File: src/rtl/pair_reduce_engine.sv
// Loads DEPTH_A samples into A, reduces adjacent pairs into B under Mode, then halts.
// Optional: define PAIR_REDUCE_SAT_EN to make the mode-0 add saturate instead of wrap.
module pair_reduce_engine #(
  parameter  int DW      = 8,
  parameter  int DEPTH_A = 8,
  localparam int AW      = $clog2(DEPTH_A)
) (
  input  logic          clock,
  input  logic          Reset,
  input  logic          Init,
  input  logic [1:0]    Mode,
  input  logic [DW-1:0] DataInA,
  input  logic          InValid,
  output logic          InReady,
  input  logic [AW-2:0] RdAddrB,
  output logic [DW-1:0] RdDataB,
  output logic          Busy,
  output logic          Done
);

  typedef enum logic [1:0] {LOAD, COMP, HALT} state_t;

  state_t        state, state_nx;
  logic [DW-1:0] mem_a [DEPTH_A];
  logic [DW-1:0] mem_b [DEPTH_A/2];
  logic [AW-1:0] addr_a;
  logic [AW-2:0] addr_b;
  logic          rd_done, a_vld, a_odd, fin;
  logic [DW-1:0] a_q, first_q, result;
  logic [DW:0]   sum;
  logic          clr, load_wr, b_wr;

  assign clr     = Reset | Init;
  assign load_wr = (state == LOAD) && InValid && !clr;
  // a_q holds the odd element while first_q holds its even partner
  assign b_wr    = (state == COMP) && a_vld && a_odd && !clr;

  assign InReady = (state == LOAD);
  assign Busy    = (state == COMP);
  assign Done    = (state == HALT);

  always_comb begin
    sum    = {1'b0, first_q} + {1'b0, a_q};
    result = '0;
    case (Mode)
      2'd0: begin
        if (first_q <= a_q) begin
`ifdef PAIR_REDUCE_SAT_EN
          result = sum[DW] ? {DW{1'b1}} : sum[DW-1:0];
`else
          result = sum[DW-1:0];
`endif
        end else begin
          result = first_q - a_q;
        end
      end
      2'd1: result = (first_q >= a_q) ? first_q - a_q : a_q - first_q;
      2'd2: result = (first_q >= a_q) ? first_q : a_q;
      2'd3: result = (first_q <= a_q) ? first_q : a_q;
      default: result = '0;
    endcase
  end

  always_comb begin
    state_nx = state;
    case (state)
      LOAD:    if (load_wr && addr_a == AW'(DEPTH_A-1)) state_nx = COMP;
      COMP:    if (fin) state_nx = HALT;
      HALT:    state_nx = HALT;
      default: state_nx = LOAD;
    endcase
  end

  always_ff @(posedge clock) begin
    if (clr) state <= LOAD;
    else     state <= state_nx;
  end

  always_ff @(posedge clock) begin
    if (clr) begin
      addr_a  <= '0;
      addr_b  <= '0;
      a_vld   <= 1'b0;
      a_odd   <= 1'b0;
      rd_done <= 1'b0;
      fin     <= 1'b0;
    end else begin
      case (state)
        LOAD: if (load_wr) addr_a <= addr_a + 1'b1;
        COMP: begin
          a_vld <= !rd_done;
          if (!rd_done) begin
            a_q    <= mem_a[addr_a];
            a_odd  <= addr_a[0];
            addr_a <= addr_a + 1'b1;
            if (addr_a == AW'(DEPTH_A-1)) rd_done <= 1'b1;
          end
          if (a_vld && !a_odd) first_q <= a_q;
          if (b_wr) begin
            addr_b <= addr_b + 1'b1;
            if (addr_b == (AW-1)'(DEPTH_A/2-1)) fin <= 1'b1;
          end
        end
        default: ;
      endcase
    end
  end

  // Memories are never cleared; only the write strobes are gated by reset/init
  always_ff @(posedge clock) begin
    if (load_wr) mem_a[addr_a] <= DataInA;
    if (b_wr)    mem_b[addr_b] <= result;
  end

  always_ff @(posedge clock) begin
    if (Reset) RdDataB <= '0;
    else       RdDataB <= mem_b[RdAddrB];
  end

endmodule
File: config.mk
export PLATFORM = sky130hd
export DESIGN_NAME = pair_reduce_engine
export DESIGN_NICKNAME = d
export VERILOG_FILES = /design/src/rtl/pair_reduce_engine.sv
export SDC_FILE = /design/constraint.sdc
export NUM_CORES = 1
export LEC_CHECK = 0
export ABC_AREA = 1
export BUFFER_PORTS_ARGS = -buffer_cell sky130_fd_sc_hd__buf_4
export CORE_ASPECT_RATIO = 1.25
export CORE_MARGIN = 4
export CORE_UTILIZATION = 50
export DETAILED_ROUTE_END_ITERATION = 12
export HOLD_SLACK_MARGIN = 0.06
export PLACE_DENSITY = 0.78
export SYNTH_ARGS = -nofsm -noshare
export SYNTH_HDL_FRONTEND = slang
export SYNTH_SLANG_ARGS = --single-unit
File: constraint.sdc
create_clock -name clock -period 5 [get_ports clock]
set_clock_uncertainty 0.1 [all_clocks]
set_input_delay 0 -clock clock [delete_from_list [all_inputs] [get_ports clock]]
set_output_delay 0 -clock clock [all_outputs]
set_load 0.01 [all_outputs]
==> metrics.cfg, run 1 <==
[sta]
fin_hold_ws_ps = 123.9
finalSetupTns_ps = 0
max_freq_ghz = 0.3600
max_slew_violation_count = 0
finalCritPeriodShare_pct = 55.56
timing.final.hold_violations = 0
fin_crit_ps = 2778
finalSetupViolCount = 0
slew_headroom_pct = 30.01
tightestPinTransition_ps = 1042
rsz0062_at_grt = no

[setup_path]
worst_setup_path_start_kind = flip-flop
reg2regPathDepth = 11
critical_path.endpoint = mem_b[3][6]
reg2reg_to = mem_b[3][6]
cp_max_stage_cell = sky130_fd_sc_hd__ha_1
critPathMaxFanout = 17
crit_path_cell_trace = inv_1, ha_1, nand2_2, nor2_4, nand3_2, nand3_4, inv_2, nand3_2, nand2_1, nand2_1, nand3_1
max_stage_delay_ps = 490
worst_setup_path_end_kind = flip-flop
source_of_the_critical_timing_path = a_q[5]
rrSetupSlack_ps = 2220
worst-setup-path-type = reg2reg
critical_path.reg2reg.startpoint = a_q[5]
arrival_ps = 2810
cp.required_ps = 5030

[layout]
n_antenna_cell = 0
finalNonFillerCells = 902
drive_gt1_share_pct = 10.90
areaGrowthSynthToFinish_pct = 17.10
num-nets-final = 771
layout.core_utilization_pct = 60.42

[drt]
dr_wl_cell_um = 16.73
postRouteWirelength_um = 15090
detailroute.via_count = 4827
final_antenna_net_count = 0
drt_iter0_markers = 269
viasPerCell = 5.351
drt-pass1-iter-count = 5
dr_drc_count = 0

[cts]
htreeDepth = 4
post_cts.resized_instances = 0
cts_buffers = 17
cts.sinks = 131
clk_transition_reported_paths_ps = 60
cts_root_buf = sky130_fd_sc_hd__clkbuf_16
clock_tree_from_tritoncts = done
worstSkewPairLatency_ps = 420
cts_max_path_buffers = 2

[pwr]
p_leak_nw = 3.241
total_power_mw = 2.609
powerDensity_nw_per_um2 = 338.0
vdd.ir_drop.worst_v = 0.0002904

[global_route]
globalRouteTotalUtil_pct = 20.73
grt_max_degree = 18
grt.overflow.total = 0
grt_pass1_wl_um = 24480
antenna_found_initial = 0
vias_in_the_first_global_route = 4909

[synth]
synth.cell_area_um2 = 6593
synth_sequential_area_ratio_pct = 56.78
yosysWarningCount = 0
ys_ff_latch = 131
avgSynthCellArea_um2 = 9.810
synth-edff-count = 112
synthDistinctLibCells = 42
ys.flop_type = sky130_fd_sc_hd__edfxtp_1
synthCells = 672
synth-async-reset-ratio_pct = 0
synth_net_count = 722

[placed_design]
portBuffers = 26
dp_hpwl_um = 10550
gp_routability_congestion = 0.9099
dp_cells = 852

[floorplanning]
std_cell_rows = 46
vertical_die_dimension_um = 136.4
fp.dieW_um = 110.7
io_pins = 27
die_area_um2 = 15100
fp.coreArea_um2 = 12780
initial_utilization_pct = 51.60

[min_path]
hp-start = Mode[0]
hold_path_class = in2reg

[status]
outcome = finished clean

[flow_run]
cap_violations = 0

cells in the final DEF (no fill, tap or decap), types with 2 or more instances in the layout:
master	netlist	routed
sky130_fd_sc_hd__nor4_1	2	2
sky130_fd_sc_hd__ha_1	31	31
sky130_fd_sc_hd__o22ai_1	5	5
sky130_fd_sc_hd__dlygate4sd3_1	0	18
sky130_fd_sc_hd__inv_1	89	89
sky130_fd_sc_hd__clkbuf_16	0	20
sky130_fd_sc_hd__bufinv_16	0	2
sky130_fd_sc_hd__xor2_1	6	6
sky130_fd_sc_hd__buf_4	3	28
sky130_fd_sc_hd__o21ai_0	27	27
sky130_fd_sc_hd__nand3_1	58	58
sky130_fd_sc_hd__a22oi_1	3	3
sky130_fd_sc_hd__nand2_4	3	3
sky130_fd_sc_hd__clkinv_2	0	2
sky130_fd_sc_hd__a221oi_1	7	7
sky130_fd_sc_hd__nor2_1	64	64
sky130_fd_sc_hd__nand4_1	15	15
sky130_fd_sc_hd__fa_1	3	3
sky130_fd_sc_hd__a41oi_1	3	3
sky130_fd_sc_hd__dfxtp_1	19	19
sky130_fd_sc_hd__inv_6	0	5
sky130_fd_sc_hd__nand3_2	6	6
sky130_fd_sc_hd__o211ai_1	2	2
sky130_fd_sc_hd__nand2_1	152	152
sky130_fd_sc_hd__inv_2	4	4
sky130_fd_sc_hd__nand2_2	2	2
sky130_fd_sc_hd__edfxtp_1	112	112
sky130_fd_sc_hd__nand3_4	2	2
sky130_fd_sc_hd__a21oi_1	28	28
cells by family (layout without fill, tap and decap cells):
logic type	count (synthesis)	after routing	synth area share [%]
buffers and inverters	110	172	7.041
and+or+nand+nor	309	309	21.07
adders and majority gates	34	34	6.794
DFF	131	131	56.78
AOI/OAI and AO/OA	81	81	7.383
xor gates and xnor gates	7	7	0.9300
layout make-up:
| type | count | area (µm²) |
|---|---|---|
| Sequential cell | 131 | 3744 |
| Fill cell | 1032 | 5057 |
| Clock inverter | 11 | 133.9 |
| Inverter | 94 | 352.8 |
| Timing Repair Buffer | 46 | 390.4 |
| Tap cell | 168 | 210.2 |
| Clock buffer | 21 | 504.2 |
| Multi-Input combinational cell | 431 | 2385 |
critical path: cells and delay by family (launching register included):
kind	cells	cell delay [ps]
adders and majority gates	1	490
buffers and inverters	2	270
DFF	1	410
and+or+nand+nor	8	1220
worst min-delay path by stage:
| stage | to | slack [ps] | depth (start not counted) |
|---|---|---|---|
| finish | mem_b[1][7] | 120 | 4 |
| global route | mem_b[2][4] | 190 | 4 |
| CTS | mem_b[1][7] | 110 | 4 |
| detailed placement | mem_a[0][5] | 140 | 1 |
| global placement | mem_a[1][5] | 130 | 1 |
| floorplan | mem_a[0][0] | -1 | 0 |
synth_stat cells, types with 2 or more instances:
library cell	number	area (µm²)
sky130_fd_sc_hd__a21oi_1	28	140.1
sky130_fd_sc_hd__a221oi_1	7	61.31
sky130_fd_sc_hd__a22oi_1	3	22.52
sky130_fd_sc_hd__a41oi_1	3	26.28
sky130_fd_sc_hd__buf_2	5	25.02
sky130_fd_sc_hd__buf_4	3	22.52
sky130_fd_sc_hd__buf_6	3	33.78
sky130_fd_sc_hd__clkbuf_1	3	11.26
sky130_fd_sc_hd__dfxtp_1	19	380.4
sky130_fd_sc_hd__edfxtp_1	112	3363
sky130_fd_sc_hd__fa_1	3	60.06
sky130_fd_sc_hd__ha_1	31	387.9
sky130_fd_sc_hd__inv_1	89	334.1
sky130_fd_sc_hd__inv_2	4	15.01
sky130_fd_sc_hd__nand2_1	152	570.6
sky130_fd_sc_hd__nand2_2	2	12.51
sky130_fd_sc_hd__nand2_4	3	33.78
sky130_fd_sc_hd__nand3_1	58	290.3
sky130_fd_sc_hd__nand3_2	6	60.06
sky130_fd_sc_hd__nand3_4	2	35.03
sky130_fd_sc_hd__nand4_1	15	93.84
sky130_fd_sc_hd__nor2_1	64	240.2
sky130_fd_sc_hd__nor4_1	2	12.51
sky130_fd_sc_hd__o211ai_1	2	15.01
sky130_fd_sc_hd__o21ai_0	27	135.1
sky130_fd_sc_hd__o22ai_1	5	31.28
sky130_fd_sc_hd__xor2_1	6	52.55
registers in the layout, indices dropped and copies added (netlist names), 2 cells and up:
register and cells:
mem_a 64, state 2, mem_b 32, RdDataB 8, a_q 8, first_q 8, addr_a 3, addr_b 2
timing repair:
item / CTS / global route
endpoints found under the hold margin: 87 / 0
hold buffers: 18 / 0
setup buffers: 0 / 0
stage by stage:
| stage | instance area, µm² | setup slack, ps |
|---|---|---|
| after global routing | 7720 | 2037 |
| after detailed placement | 6902 | 2277 |
| after global placement | 6902 | 2381 |
| after CTS | 7720 | 2263 |
| final | 7720 | 2222 |
| after floorplan | 6593 | 2680 |
where the power goes:
group / leakage [nW] / switching, mW / internal [mW] / total (mW)
clock: 0.317 / 0.487 / 0.835 / 1.32
sequential: 1.16 / 0.00330 / 1.19 / 1.20
combinational: 1.76 / 0.0549 / 0.0375 / 0.0924
per-layer routing:
metal | up-vias | track usage [%] | share of wire [%]
li1 | 2378 | - | -
met1 | 2279 | 21.86 | 38
met2 | 132 | 39.84 | 55
met3 | 38 | 4.497 | 3.5
met4 | 0 | 8.487 | 3.0
met5 | - | 0 | 0
Note: power is estimated with default switching activity, not from simulation.
==> inputs of run 2 (changes only) <==
==> constraint.sdc (replaced) <==
create_clock -name clock -period 2.83 [get_ports clock]
set_clock_uncertainty 0.1 [all_clocks]
set_input_delay 0 -clock clock [delete_from_list [all_inputs] [get_ports clock]]
set_output_delay 0 -clock clock [all_outputs]
set_load 0.01 [all_outputs]
==> run 2 against run 1 <==
  * Clock-buffer cell count decreased by 2
  * Global-route usage shrank 0.23 points
  * Clock power increased by 68%
  * Worst hold slack improved by 4.1 ps
  * Die area unchanged
  * First-iteration DRC count increased by 17%
  * Combinational power increased by 77%
  * Setup slack got worse by 2100 ps
==> metrics.cfg, run 2 (synthesis gave the netlist of run 1 again) <==
[floorplanning]
io_pins = 27
die_area_um2 = 15100
vertical_die_dimension_um = 136.4
fp.dieW_um = 110.7
initial_utilization_pct = 51.60
fp.coreArea_um2 = 12780
std_cell_rows = 46

[sta]
max_freq_ghz = 0.3744
finalSetupTns_ps = 0
rsz0062_at_grt = no
max_slew_violation_count = 0
finalCritPeriodShare_pct = 94.37
slew_headroom_pct = 46.33
tightestPinTransition_ps = 802.1
timing.final.hold_violations = 0
finalSetupViolCount = 0
fin_crit_ps = 2671

[layout]
stdcell_area_um2 = 7838
drive_gt1_share_pct = 12.93
largest_register_ff_count = 64
max_flop_register = mem_a
areaGrowthSynthToFinish_pct = 18.88
top_regs = mem_a (64), mem_b (32)
most-common-layout-cells = sky130_fd_sc_hd__nand2_1, sky130_fd_sc_hd__edfxtp_1, sky130_fd_sc_hd__inv_1
layout.cells.most_common = sky130_fd_sc_hd__nand2_1
num-nets-final = 787
n_antenna_cell = 0

[drt]
dr_wl_cell_um = 16.19
drt-pass1-iter-count = 5
drt_iter0_markers = 316
final_antenna_net_count = 0
postRouteWirelength_um = 14860
viasPerCell = 5.415
dr_drc_count = 0
detailroute.via_count = 4971

[cts]
cts_max_path_buffers = 2
clock_tree_from_tritoncts = done
cts.sinks = 131
htreeDepth = 4
worstSkewPairLatency_ps = 410
clk_transition_reported_paths_ps = 60
cts_root_buf = sky130_fd_sc_hd__clkbuf_16
cts_buffers = 17

[setup_path]
worst-setup-path-type = reg2reg
worst_setup_path_end_kind = flip-flop
cp.required_ps = 2840
arrival_ps = 2680
critPathMaxFanout = 17
worst_setup_path_start_kind = flip-flop

[pwr]
p_leak_nw = 3.317
vdd.ir_drop.worst_v = 0.0007199
powerDensity_nw_per_um2 = 574.1

[global_route]
grt.overflow.total = 0
globalRouteTotalUtil_pct = 20.49
vias_in_the_first_global_route = 5157
grt_max_degree = 18
grt_pass1_wl_um = 24320
antenna_found_initial = 0

[placed_design]
dp_hpwl_um = 10790
placed_cell_areas_um2 = 6992
portBuffers = 26
gp_routability_congestion = 0.9410

[min_path]
hold_path_class = in2reg

[status]
outcome = finished clean

[flow_run]
cap_violations = 0

[run 2: cell count changes in the layout (fill, tap and decap cells not counted), sizes merged]
| cell | previous run | this run |
|---|---|---|
| clkbuf | 21 | 19 |
| buf | 28 | 43 |
| bufinv | 2 | 1 |
| nand3 | 66 | 67 |
| clkinv | 4 | 7 |
[run 2: power breakdown]
| part | internal (mW) | total (mW) | switching [mW] |
|---|---|---|---|
| logic | 0.0674 | 0.164 | 0.0963 |
| registers | 2.11 | 2.11 | 0.00544 |
| clock network | 1.34 | 2.22 | 0.881 |
[run 2: path summary, 6_finish.rpt]
path                               endpoint  slack, ps  startpoint  depth (start not counted)
worst max register to register  mem_b[0][2]        160  first_q[0]                         14
worst max-delay path            mem_b[0][2]        160  first_q[0]                         14
worst min-delay path            mem_b[1][7]        130     Mode[0]                          4
worst min register to register          fin        400         fin                          1
[run 2: metal layers]
layer	vias to the layer above	GRT usage (%)	part of all wire (%)
met5	-	0	0
met4	0	11.23	4.2
met3	61	4.408	4.1
met2	160	39.17	55
met1	2338	20.63	37
li1	2412	-	-
[run 2: per-stage QoR]
step	util (%)	setup WS (ps)	hold WS (ps)	std cells	power, mW
floorplan	-	510.4	-1.131	672	2.229
global placement	54.72	254.0	132.0	864	2.288
detailed placement	54.72	111.7	137.2	864	2.295
CTS	60.94	112.4	106.9	914	4.519
global route	61.34	21.78	170.9	918	4.625
finish	61.34	159.3	128.0	918	4.499
[run 2: timing repair]
item                                    in CTS  in global routing
endpoints found under the setup margin       0                 32
hold endpoints to repair                    86                  0
hold buffers                                18                  0
gates resized for setup                      0                  3
setup buffers                                0                  3
[run 2: critical path, cell delays in order (launching register included)]
cell                       delay (ps)
sky130_fd_sc_hd__edfxtp_1         420
sky130_fd_sc_hd__inv_1            130
sky130_fd_sc_hd__ha_1             160
sky130_fd_sc_hd__inv_1             60
sky130_fd_sc_hd__fa_1             410
sky130_fd_sc_hd__nand2_1           90
sky130_fd_sc_hd__nand2_1          110
sky130_fd_sc_hd__nand3_4          170
sky130_fd_sc_hd__nand2_4          120
sky130_fd_sc_hd__nand2_8          170
sky130_fd_sc_hd__inv_2             90
sky130_fd_sc_hd__nand2_1           60
sky130_fd_sc_hd__nand2_1           40
sky130_fd_sc_hd__nand2_1           60
sky130_fd_sc_hd__nand4_1          170
[run 2: final cells by class]
class                      instances  area [µm²]
fill                            1016        4940
sequential                       131        3744
multi-input combinational        432        2411
timing repair buffer              61       503.0
clock buffer                      19       475.5
inverter                          94       355.3
tap                              168       210.2
clock inverter                    13       138.9
